$ cat config.mk
export PLATFORM = sky130hd
export DESIGN_NAME = pet_prg_loader_flat
export DESIGN_NICKNAME = d
export VERILOG_FILES = /design/src/rtl/pet_dma_pkg.sv /design/src/rtl/pet_prg_loader_if.sv /design/src/rtl/pet_dma_wr_reg.sv /design/src/rtl/pet_prg_loader.sv /design/src/flat_wrapper.sv
export SDC_FILE = /design/constraint.sdc
export NUM_CORES = 1
export LEC_CHECK = 0
export ABC_AREA = 1
export BUFFER_PORTS_ARGS = -buffer_cell sky130_fd_sc_hd__buf_2
export CAP_MARGIN = 40
export CORE_MARGIN = 2
export CORE_UTILIZATION = 50
export DETAILED_ROUTE_END_ITERATION = 16
export GPL_ROUTABILITY_DRIVEN = 0
export HOLD_SLACK_MARGIN = 0.06
export PLACE_DENSITY_LB_ADDON = 0.2
export RECOVER_POWER = 50
export SYNTH_ARGS = -nofsm -noshare
export SYNTH_HDL_FRONTEND = slang
export SYNTH_SLANG_ARGS = --single-unit
$ cat constraint.sdc
create_clock -name clk -period 2.4 [get_ports clk]
set_clock_uncertainty 0.15 [all_clocks]
set_input_delay 0.12 -clock clk [delete_from_list [all_inputs] [get_ports clk]]
set_output_delay 0.12 -clock clk [all_outputs]
set_load 0.01 [all_outputs]
$ cat src/rtl/pet_dma_pkg.sv
// Shared types and defaults for the PET PRG loader: FSM state encoding,
// memory map limits and the PRG header size.
package pet_dma_pkg;

  typedef enum logic [2:0] {
    IDLE,
    ADDR_LO,
    ADDR_HI,
    DATA,
    PTR,
    FIN
  } state_t;

  localparam logic [15:0] RAM_TOP_DEF   = 16'h7FFF;
  localparam logic [7:0]  PTR_BASE_DEF  = 8'h2A;
  localparam int          PTR_COUNT_DEF = 3;

  // The PRG header is one little-endian 16-bit address; BASIC pointers use the same width.
  localparam int          HDR_LEN       = 2;

endpackage

$ cat src/rtl/pet_prg_loader_if.sv
// Download-stream and DMA-port bundle of the PRG loader; master is the loader,
// slave is the host/machine side that feeds bytes and observes writes.
interface pet_prg_loader_if;

  logic        dl_start;
  logic        dl_valid;
  logic [7:0]  dl_data;
  logic        dl_ready;
  logic        dl_end;
  logic [15:0] dma_addr;
  logic [7:0]  dma_din;
  logic        dma_we;
  logic        busy;
  logic        done;
  logic        error;

  modport master (
    input  dl_start, dl_valid, dl_data, dl_end,
    output dl_ready, dma_addr, dma_din, dma_we, busy, done, error
  );

  modport slave (
    output dl_start, dl_valid, dl_data, dl_end,
    input  dl_ready, dma_addr, dma_din, dma_we, busy, done, error
  );

endinterface

$ cat src/rtl/pet_dma_wr_reg.sv
// Registered DMA write stage; address/data hold their last value between
// writes and the strobe is high for exactly one cycle per request.
module pet_dma_wr_reg (
  input  logic        clk,
  input  logic        reset_n,
  input  logic        wr_req,
  input  logic [15:0] wr_addr,
  input  logic [7:0]  wr_data,
  output logic [15:0] dma_addr,
  output logic [7:0]  dma_din,
  output logic        dma_we
);

  always_ff @(posedge clk or negedge reset_n) begin
    if (!reset_n) begin
      dma_addr <= '0;
      dma_din  <= '0;
      dma_we   <= 1'b0;
    end else begin
      dma_we <= wr_req;
      if (wr_req) begin
        dma_addr <= wr_addr;
        dma_din  <= wr_data;
      end
    end
  end

endmodule

$ cat src/rtl/pet_prg_loader.sv
// PRG download to DMA writer: header address, payload copy into RAM, then the
// BASIC end-of-program pointers so RUN/LIST see the loaded program.
module pet_prg_loader
  import pet_dma_pkg::*;
#(
  parameter logic [15:0] RAM_TOP   = RAM_TOP_DEF,
  parameter logic [7:0]  PTR_BASE  = PTR_BASE_DEF,
  parameter int          PTR_COUNT = PTR_COUNT_DEF
) (
  input  logic             clk,
  input  logic             reset_n,
  pet_prg_loader_if.master bus
);

  localparam int PTR_WRITES = PTR_COUNT * HDR_LEN;
  localparam int CNT_W      = (PTR_WRITES > 1) ? $clog2(PTR_WRITES) : 1;

  state_t             state, state_n;
  logic [7:0]         load_lo, load_lo_n;
  logic [16:0]        cur, cur_n;
  logic [15:0]        end_addr, end_n;
  logic [CNT_W-1:0]   ptr_idx, ptr_n;
  logic               done_q, done_n;
  logic               error_q, error_n;

  logic               acc;
  logic               in_ram;
  logic [16:0]        cur_inc;
  logic [16:0]        ram_lim;
  logic [16:0]        end_clamp;
  logic               wr_req;
  logic [15:0]        wr_addr;
  logic [7:0]         wr_data;

  assign bus.dl_ready = (state == ADDR_LO) || (state == ADDR_HI) || (state == DATA);
  assign bus.busy     = bus.dl_ready || (state == PTR);
  assign bus.done     = done_q;
  assign bus.error    = error_q;

  assign acc       = bus.dl_valid && bus.dl_ready;
  assign in_ram    = (cur <= {1'b0, RAM_TOP});
  assign ram_lim   = {1'b0, RAM_TOP} + 17'd1;
  // Saturate rather than wrap so a huge stream can never come back into RAM.
  assign cur_inc   = (&cur) ? cur : cur + {16'd0, acc};
  assign end_clamp = (cur_inc > ram_lim) ? ram_lim : cur_inc;

  always_ff @(posedge clk or negedge reset_n) begin
    if (!reset_n) begin
      state    <= IDLE;
      load_lo  <= '0;
      cur      <= '0;
      end_addr <= '0;
      ptr_idx  <= '0;
      done_q   <= 1'b0;
      error_q  <= 1'b0;
    end else begin
      state    <= state_n;
      load_lo  <= load_lo_n;
      cur      <= cur_n;
      end_addr <= end_n;
      ptr_idx  <= ptr_n;
      done_q   <= done_n;
      error_q  <= error_n;
    end
  end

  always_comb begin
    state_n   = state;
    load_lo_n = load_lo;
    cur_n     = cur;
    end_n     = end_addr;
    ptr_n     = ptr_idx;
    done_n    = done_q;
    error_n   = error_q;
    wr_req    = 1'b0;
    wr_addr   = cur[15:0];
    wr_data   = bus.dl_data;

    if (bus.dl_start) begin
      state_n = ADDR_LO;
      done_n  = 1'b0;
      error_n = 1'b0;
      ptr_n   = '0;
    end else begin
      unique case (state)
        IDLE: ;
        ADDR_LO: begin
          if (acc) load_lo_n = bus.dl_data;
          if (bus.dl_end) begin
            error_n = 1'b1;
            state_n = IDLE;
          end else if (acc) begin
            state_n = ADDR_HI;
          end
        end
        ADDR_HI: begin
          if (acc) cur_n = {1'b0, bus.dl_data, load_lo};
          // A final header byte arriving with dl_end is a valid empty program.
          if (bus.dl_end && acc) begin
            end_n   = {bus.dl_data, load_lo};
            ptr_n   = '0;
            state_n = PTR;
          end else if (bus.dl_end) begin
            error_n = 1'b1;
            state_n = IDLE;
          end else if (acc) begin
            state_n = DATA;
          end
        end
        DATA: begin
          if (acc) begin
            if (in_ram) wr_req = 1'b1;
            else        error_n = 1'b1;
            cur_n = cur_inc;
          end
          if (bus.dl_end) begin
            end_n   = end_clamp[15:0];
            ptr_n   = '0;
            state_n = PTR;
          end
        end
        PTR: begin
          wr_req  = 1'b1;
          wr_addr = {8'h00, PTR_BASE + 8'(ptr_idx)};
          wr_data = ptr_idx[0] ? end_addr[15:8] : end_addr[7:0];
          ptr_n   = ptr_idx + 1'b1;
          if (ptr_idx == CNT_W'(PTR_WRITES - 1)) begin
            done_n  = 1'b1;
            state_n = FIN;
          end
        end
        FIN: state_n = IDLE;
        default: state_n = IDLE;
      endcase
    end
  end

  pet_dma_wr_reg u_wr_reg (
    .clk      (clk),
    .reset_n  (reset_n),
    .wr_req   (wr_req),
    .wr_addr  (wr_addr),
    .wr_data  (wr_data),
    .dma_addr (bus.dma_addr),
    .dma_din  (bus.dma_din),
    .dma_we   (bus.dma_we)
  );

endmodule

$ cat src/flat_wrapper.sv
// flat-port wrapper written by rule: the top's interface ports become plain ports
module pet_prg_loader_flat import pet_dma_pkg::*;
#(
  parameter logic [15:0] RAM_TOP   = RAM_TOP_DEF,
  parameter logic [7:0]  PTR_BASE  = PTR_BASE_DEF,
  parameter int          PTR_COUNT = PTR_COUNT_DEF
)
  (clk, reset_n, bus_dl_start, bus_dl_valid, bus_dl_data, bus_dl_end, bus_dl_ready, bus_dma_addr, bus_dma_din, bus_dma_we, bus_busy, bus_done, bus_error);
  pet_prg_loader_if bus_i ();
  input  logic clk;
  input  logic reset_n;
  input wire logic [$bits(bus_i.dl_start)-1:0] bus_dl_start;
  input wire logic [$bits(bus_i.dl_valid)-1:0] bus_dl_valid;
  input wire logic [$bits(bus_i.dl_data)-1:0] bus_dl_data;
  input wire logic [$bits(bus_i.dl_end)-1:0] bus_dl_end;
  output wire logic [$bits(bus_i.dl_ready)-1:0] bus_dl_ready;
  output wire logic [$bits(bus_i.dma_addr)-1:0] bus_dma_addr;
  output wire logic [$bits(bus_i.dma_din)-1:0] bus_dma_din;
  output wire logic [$bits(bus_i.dma_we)-1:0] bus_dma_we;
  output wire logic [$bits(bus_i.busy)-1:0] bus_busy;
  output wire logic [$bits(bus_i.done)-1:0] bus_done;
  output wire logic [$bits(bus_i.error)-1:0] bus_error;
  assign bus_i.dl_start = bus_dl_start;
  assign bus_i.dl_valid = bus_dl_valid;
  assign bus_i.dl_data = bus_dl_data;
  assign bus_i.dl_end = bus_dl_end;
  assign bus_dl_ready = bus_i.dl_ready;
  assign bus_dma_addr = bus_i.dma_addr;
  assign bus_dma_din = bus_i.dma_din;
  assign bus_dma_we = bus_i.dma_we;
  assign bus_busy = bus_i.busy;
  assign bus_done = bus_i.done;
  assign bus_error = bus_i.error;
  pet_prg_loader #(.RAM_TOP(RAM_TOP), .PTR_BASE(PTR_BASE), .PTR_COUNT(PTR_COUNT)) u_core (.clk(clk), .reset_n(reset_n), .bus(bus_i));
endmodule
==> results.cfg <==
[cts]
clkSinkCount = 74
cts_tree = done
htree_levels = 3
worst_skew_pair.late_latency_ns = 0.35
clockBufferDepth = 2
tritoncts.num_buffers = 9
path_clk_slew_ns = 0.08
ctsRootBufferMaster = sky130_fd_sc_hd__clkbuf_8

[critical_path]
setup.worst_path.end_class = flop
cp_slowest_stage_delay_ns = 0.39
ff2ff_path_depth = 19
startpoint_type = flop
critical_path_buf_inv_count = 2
worst_ep_arrival_time_ns = 2.69
crit_type = reg -> reg
crit_slowest_cell = sky130_fd_sc_hd__dfrtp_1
worst-path-stages = 19
worst-endpoint-required_ns = 2.54
cp_top_family = simple AND/OR/NAND/NOR gates
path_cells = nor2_4 -> nor2_4 -> nand2_2 -> inv_2 -> ha_4 -> ha_4 -> nand3_4 -> nor2_4 -> nand3_2 -> nand2_2 -> nand3_2 -> nor2_2 -> nand2_1 -> nor2_1 -> nand2_1 -> nand2_4 -> clkbuf_16 -> nand3_2 -> a21oi_2
path_max_fanout = 4

[power_and_ir_drop]
pwr_density_cell_nw_per_um2 = 1132
design_power_total_mw = 6.008
leakage_nw = 2.604
peakVddDrop_uv = 441.6

[floorplanning]
ios = 42
die_x_extent_microns = 95.27
design.die.area_sq_um = 9076
core_area_sq_um = 8134
initial_utilization = 0.5121
placement_rows = 33
floorplan.die.height_microns = 95.27

[timing]
report.final.slew_viol_count = 0
fin_crit_ns = 2.554
grt_setup_unrepaired = true
setup_ws_ns = -0.1542
timing.max_slew.rel_slack = 0.06432
fin_crit_sh = 1.064
totalNegativeSetupSlack_ns = -1.673
finalSetupViolations = 15
worst-slew-pin-transition_ns = 1.404
hold_viol = 0
highest_clock_rate_mhz = 391.5

[route]
drc_errors = 0
dr.first_iter.drc_count = 315
ant_nets = 0
route.detailed.vias_per_inst = 5.476
drtPass1Iterations = 5
route.vias.total = 4189
routed_wire_length_per_instance_microns = 15.35
detail_route.wirelength_microns = 11740

[grt]
track_usage = 0.2752
grt_first_pass_wirelength_microns = 19180
overflow = 0
grt_pass1_vias = 3979
grt_antenna_before_repair = 0
grt_start_max_net_pins = 49

[final_layout]
highest_count_cells_in_the_layout_ignoring_fill_and_taps = sky130_fd_sc_hd__nand2_1, sky130_fd_sc_hd__nor2_1, sky130_fd_sc_hd__dfrtp_1
antenna_diode_count = 0
synthToLayoutAreaGrowth_pct = 27.46
n_fill_cell = 701
num-nets-final = 673
final_common_cell = sky130_fd_sc_hd__nand2_1
post_route_cells_drive_above_1_share = 0.2530

[logic_synthesis]
number_of_flops_mapped_to_enable_cells_by_yosys = 0
yosysSeqAreaShare = 0.4446
async_reset_ff_frac = 1.000
avgSynthCellArea_sq_um = 7.425
synth_flop_cell = sky130_fd_sc_hd__dfrtp_1
synth.lib_cells_used.distinct = 38
post_synthesis_cells = 561
netlist_area_sq_um = 4165
synth_seq_cells = 74
synth_warnings = 0
net_count_synth = 579

[run_status]
run_status = finished, violations left
failed_checks = negative setup slack

[place]
detailedPlacementHpwl_microns = 8751
port_buffers = 41

[min_path]
worst_hold_path.num_cells = 4
min_path_type = in -> reg

[job]
max_cap_violations = 0
==> worst paths after layout <==
| kind | start | to | slack [ns] |
|---|---|---|---|
| worst max-delay path | u_core.state[0] | u_core.end_addr[0] | -0.15 |
| max in group asynchronous | reset_n | u_core.end_addr[10] | 0.33 |
| min in group asynchronous | reset_n | u_core.state[1] | 0.46 |
| worst min register to register | u_core.load_lo[0] | u_core.load_lo[0] | 0.34 |
| worst max register to register | u_core.state[0] | u_core.end_addr[0] | -0.15 |
| worst min-delay path | bus_dl_end | u_core.state[0] | 0.09 |
==> final cells by class <==
class	instances	area, sq um	area share
Clock buffer	10	137.6	0.02593
Clock inverter	6	41.29	0.007778
Inverter	74	284.0	0.05350
Multi-Input combinational cell	391	2132	0.4016
Sequential cell	74	1852	0.3488
Tap cell	105	131.4	0.02475
Timing Repair Buffer	104	725.7	0.1367
Timing Repair inverter	1	5.005	0.0009427
==> cells by family (layout without fill, tap and decap cells) <==
group                      count (synthesis)  count (layout)  synth area share
and+or+nand+nor                          272             272            0.2818
buffers and inverters                     96             195           0.09793
DFF                                       74              74            0.4446
muxes                                      3               3          0.007810
adders and majority gates                  5               5           0.01502
xor gates and xnor gates                   6               6           0.01262
AOI/OAI and AO/OA                        105             105            0.1403
==> worst register-to-register path, cell delays in order (launching register included) <==
cell and delay (ns):
sky130_fd_sc_hd__dfrtp_1 0.39, sky130_fd_sc_hd__nor2_4 0.06, sky130_fd_sc_hd__nor2_4 0.12, sky130_fd_sc_hd__nand2_2 0.08, sky130_fd_sc_hd__inv_2 0.08, sky130_fd_sc_hd__ha_4 0.14, sky130_fd_sc_hd__ha_4 0.16, sky130_fd_sc_hd__nand3_4 0.11
sky130_fd_sc_hd__nor2_4 0.16, sky130_fd_sc_hd__nand3_2 0.10, sky130_fd_sc_hd__nand2_2 0.08, sky130_fd_sc_hd__nand3_2 0.08, sky130_fd_sc_hd__nor2_2 0.10, sky130_fd_sc_hd__nand2_1 0.06, sky130_fd_sc_hd__nor2_1 0.09, sky130_fd_sc_hd__nand2_1 0.09
sky130_fd_sc_hd__nand2_4 0.11, sky130_fd_sc_hd__clkbuf_16 0.15, sky130_fd_sc_hd__nand3_2 0.06, sky130_fd_sc_hd__a21oi_2 0.12
==> layer usage <==
layer,up-vias,GRT usage,share of wire
li1,1998,-,-
met1,1994,0.3725,0.44
met2,172,0.4525,0.48
met3,25,0.04506,0.058
met4,0,0.08696,0.024
met5,-,0,0
==> flip-flops by register name, summed over array words and instances, names as in the netlist <==
signal / flops
u_core.bus.done: 1
u_core.bus.error: 1
u_core.ptr_idx: 3
u_core.cur: 17
u_core.state: 3
u_core.u_wr_reg.dma_we: 1
u_core.u_wr_reg.dma_addr: 16
u_core.load_lo: 8
u_core.end_addr: 16
u_core.u_wr_reg.dma_din: 8
==> cells in the mapped netlist (5+ instances only) <==
library cell	count	share of area
sky130_fd_sc_hd__a21oi_1	28	0.034
sky130_fd_sc_hd__a31oi_1	11	0.017
sky130_fd_sc_hd__buf_2	6	0.0072
sky130_fd_sc_hd__clkbuf_1	10	0.0090
sky130_fd_sc_hd__dfrtp_1	74	0.44
sky130_fd_sc_hd__ha_1	5	0.015
sky130_fd_sc_hd__inv_1	71	0.064
sky130_fd_sc_hd__nand2_1	118	0.11
sky130_fd_sc_hd__nand3_1	37	0.044
sky130_fd_sc_hd__nand4_1	7	0.011
sky130_fd_sc_hd__nor2_1	85	0.077
sky130_fd_sc_hd__nor3_1	7	0.0084
sky130_fd_sc_hd__o211ai_1	6	0.011
sky130_fd_sc_hd__o21ai_0	51	0.061
sky130_fd_sc_hd__or2_2	6	0.0090
sky130_fd_sc_hd__xor2_1	5	0.011
==> stage by stage <==
step	instance area [sq um]	instances	util	setup WS [ns]	hold WS (ns)
after floorplan	4220	561	-	0.02285	-0.3256
after global placement	4802	733	0.5904	-0.07356	0.1639
after detailed placement	4830	734	0.5938	-0.1299	-0.08440
after CTS	5162	762	0.6347	-0.09534	0.07162
after global routing	5309	765	0.6527	-0.3286	0.1029
final	5309	765	0.6527	-0.1542	0.09389
==> power by group <==
part | switching [mW] | internal [mW] | leakage (nW)
Clock | 0.497 | 0.403 | 0.0847
Combinational | 1.70 | 1.26 | 1.61
Sequential | 0.350 | 1.79 | 0.910
Total | 2.55 | 3.46 | 2.60
==> timing repair <==
action,in CTS,in global routing
endpoints found under the hold margin,98,0
pin swaps,6,6
setup buffers,2,2
resized for setup,13,42
hold buffers,10,0
cloned,0,2
setup endpoints to repair,20,52
No activity file was read; power rests on OpenSTA's default activity.
